File: src/rtl/alu_result_bcd.sv
// rtl/alu_result_bcd.sv - ALU result capture and sign + BCD conversion (double dabble)
// Optional: BCD_BLANK_LEADING_ZERO_EN replaces leading zero digits with 4'hF at output latch.
module alu_result_bcd #(
  parameter int WIDTH  = 8,
  parameter int DIGITS = 3
) (
  input  logic                  clk,
  input  logic                  rst_n,
  input  logic                  start,
  input  logic [WIDTH-1:0]      sum,
  input  logic                  c_8,
  input  logic                  add_sub,
  input  logic                  alb,
  output logic                  busy,
  output logic                  done,
  output logic                  sign,
  output logic [4*DIGITS-1:0]   bcd
);

  localparam int MAG_W = WIDTH + 1;
  localparam int BCD_W = 4 * DIGITS;
  localparam int SR_W  = BCD_W + MAG_W;
  localparam int CNT_W = $clog2(MAG_W + 1);

  typedef enum logic [1:0] {
    S_IDLE = 2'd0,
    S_CONV = 2'd1,
    S_DONE = 2'd2
  } state_t;

  state_t              state, state_next;
  logic [SR_W-1:0]     sr, sr_next, sr_adj;
  logic [CNT_W-1:0]    cnt, cnt_next;
  logic                sign_cap, sign_cap_next;
  logic                busy_next, done_next, sign_next;
  logic [BCD_W-1:0]    bcd_next, out_digits;
  logic [WIDTH-1:0]    neg_sum;
  logic [MAG_W-1:0]    cap_mag;
  logic                cap_sign;
  logic [BCD_W-1:0]    acc;

  assign neg_sum = (~sum) + {{(WIDTH-1){1'b0}}, 1'b1};
  assign acc     = sr[SR_W-1 -: BCD_W];

  // Subtraction with A<B yields a two's-complement sum; carry is meaningless there.
  always_comb begin
    cap_mag  = {1'b0, sum};
    cap_sign = 1'b0;
    if (!add_sub) begin
      cap_mag = {c_8, sum};
    end else if (alb) begin
      cap_mag  = {1'b0, neg_sum};
      cap_sign = 1'b1;
    end
  end

  always_comb begin
    sr_adj = sr;
    for (int d = 0; d < DIGITS; d++) begin
      if (sr[MAG_W + 4*d +: 4] >= 4'd5) begin
        sr_adj[MAG_W + 4*d +: 4] = sr[MAG_W + 4*d +: 4] + 4'd3;
      end
    end
  end

`ifdef BCD_BLANK_LEADING_ZERO_EN
  logic blank_run;
  always_comb begin
    out_digits = acc;
    blank_run  = 1'b1;
    for (int d = DIGITS - 1; d >= 1; d--) begin
      if (blank_run && (acc[4*d +: 4] == 4'd0)) begin
        out_digits[4*d +: 4] = 4'hF;
      end else begin
        blank_run = 1'b0;
      end
    end
  end
`else
  assign out_digits = acc;
`endif

  always_ff @(posedge clk or negedge rst_n) begin
    if (!rst_n) begin
      state <= S_IDLE;
    end else begin
      state <= state_next;
    end
  end

  always_comb begin
    state_next    = state;
    sr_next       = sr;
    cnt_next      = cnt;
    sign_cap_next = sign_cap;
    busy_next     = busy;
    done_next     = 1'b0;
    bcd_next      = bcd;
    sign_next     = sign;
    case (state)
      S_IDLE: begin
        busy_next = 1'b0;
        if (start) begin
          sr_next       = {{BCD_W{1'b0}}, cap_mag};
          cnt_next      = '0;
          sign_cap_next = cap_sign;
          state_next    = S_CONV;
        end
      end
      S_CONV: begin
        busy_next = 1'b1;
        sr_next   = sr_adj << 1;
        cnt_next  = cnt + 1'b1;
        if (cnt == CNT_W'(MAG_W - 1)) begin
          state_next = S_DONE;
        end
      end
      S_DONE: begin
        busy_next  = 1'b0;
        done_next  = 1'b1;
        bcd_next   = out_digits;
        sign_next  = sign_cap;
        state_next = S_IDLE;
      end
      default: begin
        busy_next  = 1'b0;
        state_next = S_IDLE;
      end
    endcase
  end

  always_ff @(posedge clk or negedge rst_n) begin
    if (!rst_n) begin
      sr       <= '0;
      cnt      <= '0;
      sign_cap <= 1'b0;
      busy     <= 1'b0;
      done     <= 1'b0;
      bcd      <= '0;
      sign     <= 1'b0;
    end else begin
      sr       <= sr_next;
      cnt      <= cnt_next;
      sign_cap <= sign_cap_next;
      busy     <= busy_next;
      done     <= done_next;
      bcd      <= bcd_next;
      sign     <= sign_next;
    end
  end

endmodule
File: config.mk
export PLATFORM = sky130hd
export DESIGN_NAME = alu_result_bcd
export DESIGN_NICKNAME = d
export VERILOG_FILES = /design/src/rtl/alu_result_bcd.sv
export SDC_FILE = /design/constraint.sdc
export NUM_CORES = 1
export LEC_CHECK = 0
export CORE_ASPECT_RATIO = 1.25
export CORE_MARGIN = 4
export CORE_UTILIZATION = 45
export CTS_CLUSTER_DIAMETER = 30
export CTS_CLUSTER_SIZE = 8
export DETAILED_ROUTE_END_ITERATION = 10
export PLACE_DENSITY = 0.73
export SETUP_SLACK_MARGIN = 0.3
export SYNTH_ARGS = -nofsm -noshare
export SYNTH_HDL_FRONTEND = slang
export SYNTH_SLANG_ARGS = --single-unit
File: constraint.sdc
create_clock -name clk -period 1.5 [get_ports clk]
set_input_delay 0.3 -clock clk [delete_from_list [all_inputs] [get_ports clk]]
set_output_delay 0.3 -clock clk [all_outputs]
set_load 0.01 [all_outputs]
# Word level (Yosys, flattened, before mapping)

Index checks and enable logic that the tools add are counted.

Word-level logic and storage cells: 43
Bits in latches: 0
Flip-flop bits (word level): 43
Bits in read-only memories: 0
Memories kept: 0
Bits in writable memories: 0
Output and inout port bits: 15

Muxes and demuxes: 16
$mul: 0
Reductions and logical operators: 5
Divide/modulo/power cells: 0
Bitwise operators: 1
Equal/unequal tests: 5
Shift operators: 0
Magnitude comparators: 3
$add $sub $neg: 5

Operators by type and width:

| kind                  | number |
|---|---|
| $pmux W21 S2          | 1 |
| $mux W21              | 1 |
| $ge A4 B3 Y1 const B  | 3 |
| $mux W4               | 3 |
| $mux W9               | 1 |
| $add A4 B2 Y4 const B | 2 |
| $add A8 B1 Y8 const B | 1 |
| $mux W8               | 1 |
| $not A8 Y8            | 1 |
| $pmux W4 S2           | 1 |
| $reduce_and A2 Y1     | 3 |
| $add A4 B1 Y4 const B | 1 |
| $eq A4 B4 Y1 const B  | 1 |
| $mux W1               | 4 |
| $mux W2               | 2 |
| $ne A2 B2 Y1 const B  | 2 |
| $pmux W2 S2           | 1 |
| $add A3 B2 Y3 const B | 1 |
| $mux W3               | 1 |
| $eq A2 B1 Y1 const B  | 1 |
| $eq A2 B2 Y1 const B  | 1 |
| $logic_not A2 Y1      | 1 |
| $reduce_bool A2 Y1    | 1 |

# Longest topological paths before layout

Depth in word-level cells: 6
Mapped depth: 7
Gate-level depth less buffers: 6

# Least setup slack after synthesis

OpenSTA, ideal clock, no wires.

Kind: register to register
Start: register sr[13]
End: register sr[15]
Period minus slack after synthesis: 1516 ps
Slack: -16 ps
Setup time: 83 ps
Arrival: 1433 ps
Cell stages (with the launch flop): 7
Path through: dfrtp_1 -> inv_1 -> ha_1 -> nand2b_1 -> a21oi_1 -> mux2_2 -> o21ai_0

Word-level cells in the longest chain between the ends: 3
Elaborated cells between the ends (all ways): 4

Ends and longest elaborated chain:

| element                                              | line   | RTL |
|---|---|---|
| from (decl)                                          | 32     | `logic [SR_W-1:0] sr, sr_next, sr_adj;` |
| from (signal assigned)                               | 142    | `sr <= sr_next;` |
| $add A4 B2 Y4 / $ge A4 B3 Y1 (equally long branches) | 61, 60 |  |
| $mux W4 (*)                                          | 60     | `if (sr[MAG_W + 4*d +: 4] >= 4'd5) begin` |
| $pmux W21 S2 (*)                                     | 100    | `case (state)` |

Mark *: on every way between the ends. The rest lies on a longest branch, timed or not.
A chain may end at the register's enable or synchronous reset.

# Worst setup path after layout

Start: register state[1]
End: register sr[8]

Word-level cells in the longest chain between the ends: 3
Elaborated cells between the ends (all ways): 6

Ends and longest elaborated chain:

| element                                                                    | line | RTL |
|---|---|---|
| from (decl)                                                                | 31   | `state_t state, state_next;` |
| from (signal assigned)                                                     | 87   | `state <= state_next;` |
| $eq A2 B1 Y1 / $logic_not A2 Y1 (equally long branches)                    | 100  |  |
| $reduce_bool A2 Y1 (no source line) / $ne A2 B2 Y1 (equally long branches) | -    |  |
| $reduce_and A2 Y1 (no source line)                                         | -    |  |

Several ways; a longest one is shown, not always the timed one.

==> results by group <==
Timing
  – Setup violations, final: 0
  – Clk_skew: 4.59 ps
  – Final setup TNS: 0 ps
  – Fin worst setup slack: 66.9 ps
  – Measured slew at the worst slew-check pin: 299 ps
  – Relative slew slack: 0.799
  – Final hold viol count: 0
  – Max Fclk: 698 MHz
  – Fin crit period: 1430 ps
  – RSZ-0062 raised after global routing: yes
  – Slew Viols, Final: 0
  – Fin crit share: 0.955

Drt
  – Vias: 1565
  – Met3 wire len: 206 um
  – TritonRoute pass-1 iters: 4
  – DR top layer: met4
  – Antenna-violating nets left: 0
  – M1 wire length: 1.67 mm
  – Routed met2 length: 2.20 mm
  – Drt via density: 5.18
  – Routed Wire Length: 4.19 mm
  – DRC Markers: 0
  – WL/cell: 13.9 um
  – DR iter-0 viols: 77

Min path
  – HP Class: reg2reg

Layout
  – Nets@finish: 269
  – Layout cells sized above 1: 0.407
  – Footprint of the multi-input gates: 1050 um2
  – Number of antenna cells inserted: 0
  – Fillers: 328
  – Storage element area: 1080 um2
  – Syn-to-layout area delta: 39.6%

Clock tree
  – CTS tree: built
  – Clock-pin slew on the worst setup and hold paths: 80 ps
  – Total CTS buffers: 5
  – Root buf cell: clkbuf_8
  – Clock sink count: 43
  – Worst skew pair latency: 290 ps
  – Htree depth: 2
  – CTS max path bufs: 2

Floorplan
  – I/O pins: 29
  – Cell Rows: 26
  – Starting Density: 0.481
  – Core area: 4200 um2
  – Die extent in x: 67.9 um
  – Die Y: 82.9 um
  – Die ar.: 5630 um2

Worst setup path
  – WP data arrival: 1610 ps
  – Worst setup EP type: register
  – Crit path launch type: register
  – Crit-path max FO: 6
  – Setup CP Type: reg2reg
  – Worst EP required: 1680 ps

Logic synthesis
  – Count leader, synth: dfrtp_1
  – Synth cell count leaders: dfrtp_1 (43), nand2_1 (17), o21ai_0 (15)
  – Post-synth ARST share: 1.00
  – Synth top area share: 0.533
  – Top area cells in the synthesized netlist: dfrtp_1 (53%), ha_1 (5.6%), mux2_2 (4.5%), xnor2_1 (3.9%), o21ai_0 (3.7%)
  – Number of synthesized flops with an enable pin: 0
  – Post-Syn Instances: 185
  – Dominant synthesized flop cell: dfrtp_1
  – Synthesized cell area: 2020 um2
  – Distinct cell type count after synthesis: 34
  – Leading area contributor after synthesis: dfrtp_1
  – Avg Cell Area, Syn: 10.9 um2
  – Sequential cell area fraction in the yosys report: 0.533
  – Post-synthesis register bit count: 43
  – YS warnings: 0
  – Syn Nets: 208

Pwr
  – Clock power frac: 0.152
  – Comb pwr share: 0.482
  – Switch share: 0.365
  – Pleak: 1.29 nW
  – Sequential power share: 0.365
  – Sw power: 0.00205 W
  – Max VDD drop: 0.000989 V
  – Pwr dens: 2000 nW/um2
  – Internal power: 0.00357 W

Global route
  – Vias in the first global route: 1578
  – GR Util All Layers: 0.161
  – GRT overflow: 0
  – Initial antenna violation count: 0
  – Largest net degree at the start of global routing: 44
  – Global-route wire length before repair: 6.98 mm

Run
  – Max Cap Viol: 0

Place
  – Pre-CTS setup slack: -310 ps
  – Hpwl dp: 2.80 mm
  – Gpl congestion: 0.782
  – PortBufs: 28

Outcome
  – Run status: finished clean
-- through the flow --
stage | cells | hold WS [ps] | instance area [um2] | total power (W) | utilization
2_1_floorplan | 185 | 4.41 | 2070 | 0.00349 | -
3_3_place_gp | 281 | 293 | 2520 | 0.00422 | 0.601
3_5_place_dp | 281 | 291 | 2520 | 0.00433 | 0.601
4_1_cts | 294 | 481 | 2760 | 0.00549 | 0.657
5_1_grt | 302 | 506 | 2820 | 0.00606 | 0.671
6_report | 302 | 472 | 2820 | 0.00562 | 0.671
-- final cells by class --
class / count / share of cell area
Timing Repair Buffer: 62 / 0.169
Clock buffer: 6 / 0.0258
Sequential cell: 43 / 0.382
Multi-Input combinational cell: 122 / 0.372
Tap cell: 56 / 0.0249
Inverter: 12 / 0.0160
Clock inverter: 1 / 0.0107
-- timing repair --
action	in CTS	in global routing
gates cloned	1	0
resized for setup	80	15
hold endpoints to repair	43	0
buffers inserted	4	8
pin swaps	7	8
setup endpoints to repair	55	40
hold buffers	1	0
-- layer usage --
| metal | track usage | vias to the layer above |
|---|---|---|
| met3 | 0.0432 | 10 |
| met2 | 0.273 | 42 |
| li1 | - | 775 |
| met1 | 0.183 | 738 |
| met5 | 0 | - |
| met4 | 0.0741 | 0 |
-- worst paths after layout --
path | from | endpoint | slack, ps | depth (start not counted)
hold reg to reg | bcd[1]$_DFFE_PN0P_ | bcd[1]$_DFFE_PN0P_ | 470 | 2
min in group asynchronous | rst_n | done$_DFF_PN0_ | 500 | 3
max in group asynchronous | rst_n | sr[11]$_DFFE_PN0P_ | 790 | 3
hold / removal | bcd[1]$_DFFE_PN0P_ | bcd[1]$_DFFE_PN0P_ | 470 | 2
setup / recovery | state[1]$_DFFE_PN0P_ | sr[8]$_DFFE_PN0P_ | 70 | 3
setup reg to reg | state[1]$_DFFE_PN0P_ | sr[8]$_DFFE_PN0P_ | 70 | 3
-- power groups by stage --
stage                     sequential (W)  clock [W]  combinational [W]
final                            0.00205   0.000856            0.00271
after global routing             0.00211   0.000937            0.00301
after CTS                        0.00205   0.000878            0.00256
after detailed placement         0.00202          0            0.00230
after global placement           0.00201          0            0.00222
after floorplan                  0.00204          0            0.00145
-- flip-flops by register name, indices dropped and copies added (netlist names) --
| name | flops |
|---|---|
| bcd | 12 |
| sr | 21 |
| busy | 1 |
| sign_cap | 1 |
| state | 2 |
| sign | 1 |
| done | 1 |
| cnt | 4 |
-- placed cells by master, fill, tap and decap left out, types with 2 or more instances in the layout --
| cell type | count |
|---|---|
| buf_4 | 30 |
| o21ai_0 | 11 |
| nand3_1 | 5 |
| inv_1 | 6 |
| ha_1 | 3 |
| mux2_2 | 7 |
| nor3_1 | 4 |
| dfrtp_1 | 43 |
| a21oi_4 | 3 |
| xor2_1 | 2 |
| o22ai_1 | 3 |
| a22oi_2 | 7 |
| mux2i_1 | 3 |
| and2_4 | 2 |
| ha_2 | 2 |
| buf_2 | 14 |
| xnor2_1 | 8 |
| a22o_1 | 2 |
| nor2_1 | 3 |
| clkdlybuf4s50_1 | 11 |
| o21ai_1 | 10 |
| nand2_1 | 17 |
| a32o_1 | 3 |
| nand2b_4 | 3 |
| clkbuf_2 | 2 |
| o31ai_1 | 3 |
| buf_6 | 2 |
| inv_2 | 6 |
| a21oi_1 | 2 |
| clkbuf_8 | 5 |
| ha_4 | 4 |
-- cell families after synthesis --
kind of cell / after synthesis / share of synthesized area
AND/OR/NAND/NOR: 40 / 0.0973
XOR/XNOR: 11 / 0.0477
multiplexers: 11 / 0.0595
buffers and inverters: 21 / 0.0477
flip-flops: 43 / 0.533
AO/OA/AOI/OAI: 50 / 0.159
adder cells (fa/ha/maj): 9 / 0.0558
-- worst max-delay path: stages, from the launching register on --
cell and delay (ps):
dfrtp_1 400, or3b_4 440, and2_4 190, a221o_1 290
(Power assumes the default switching activity.)
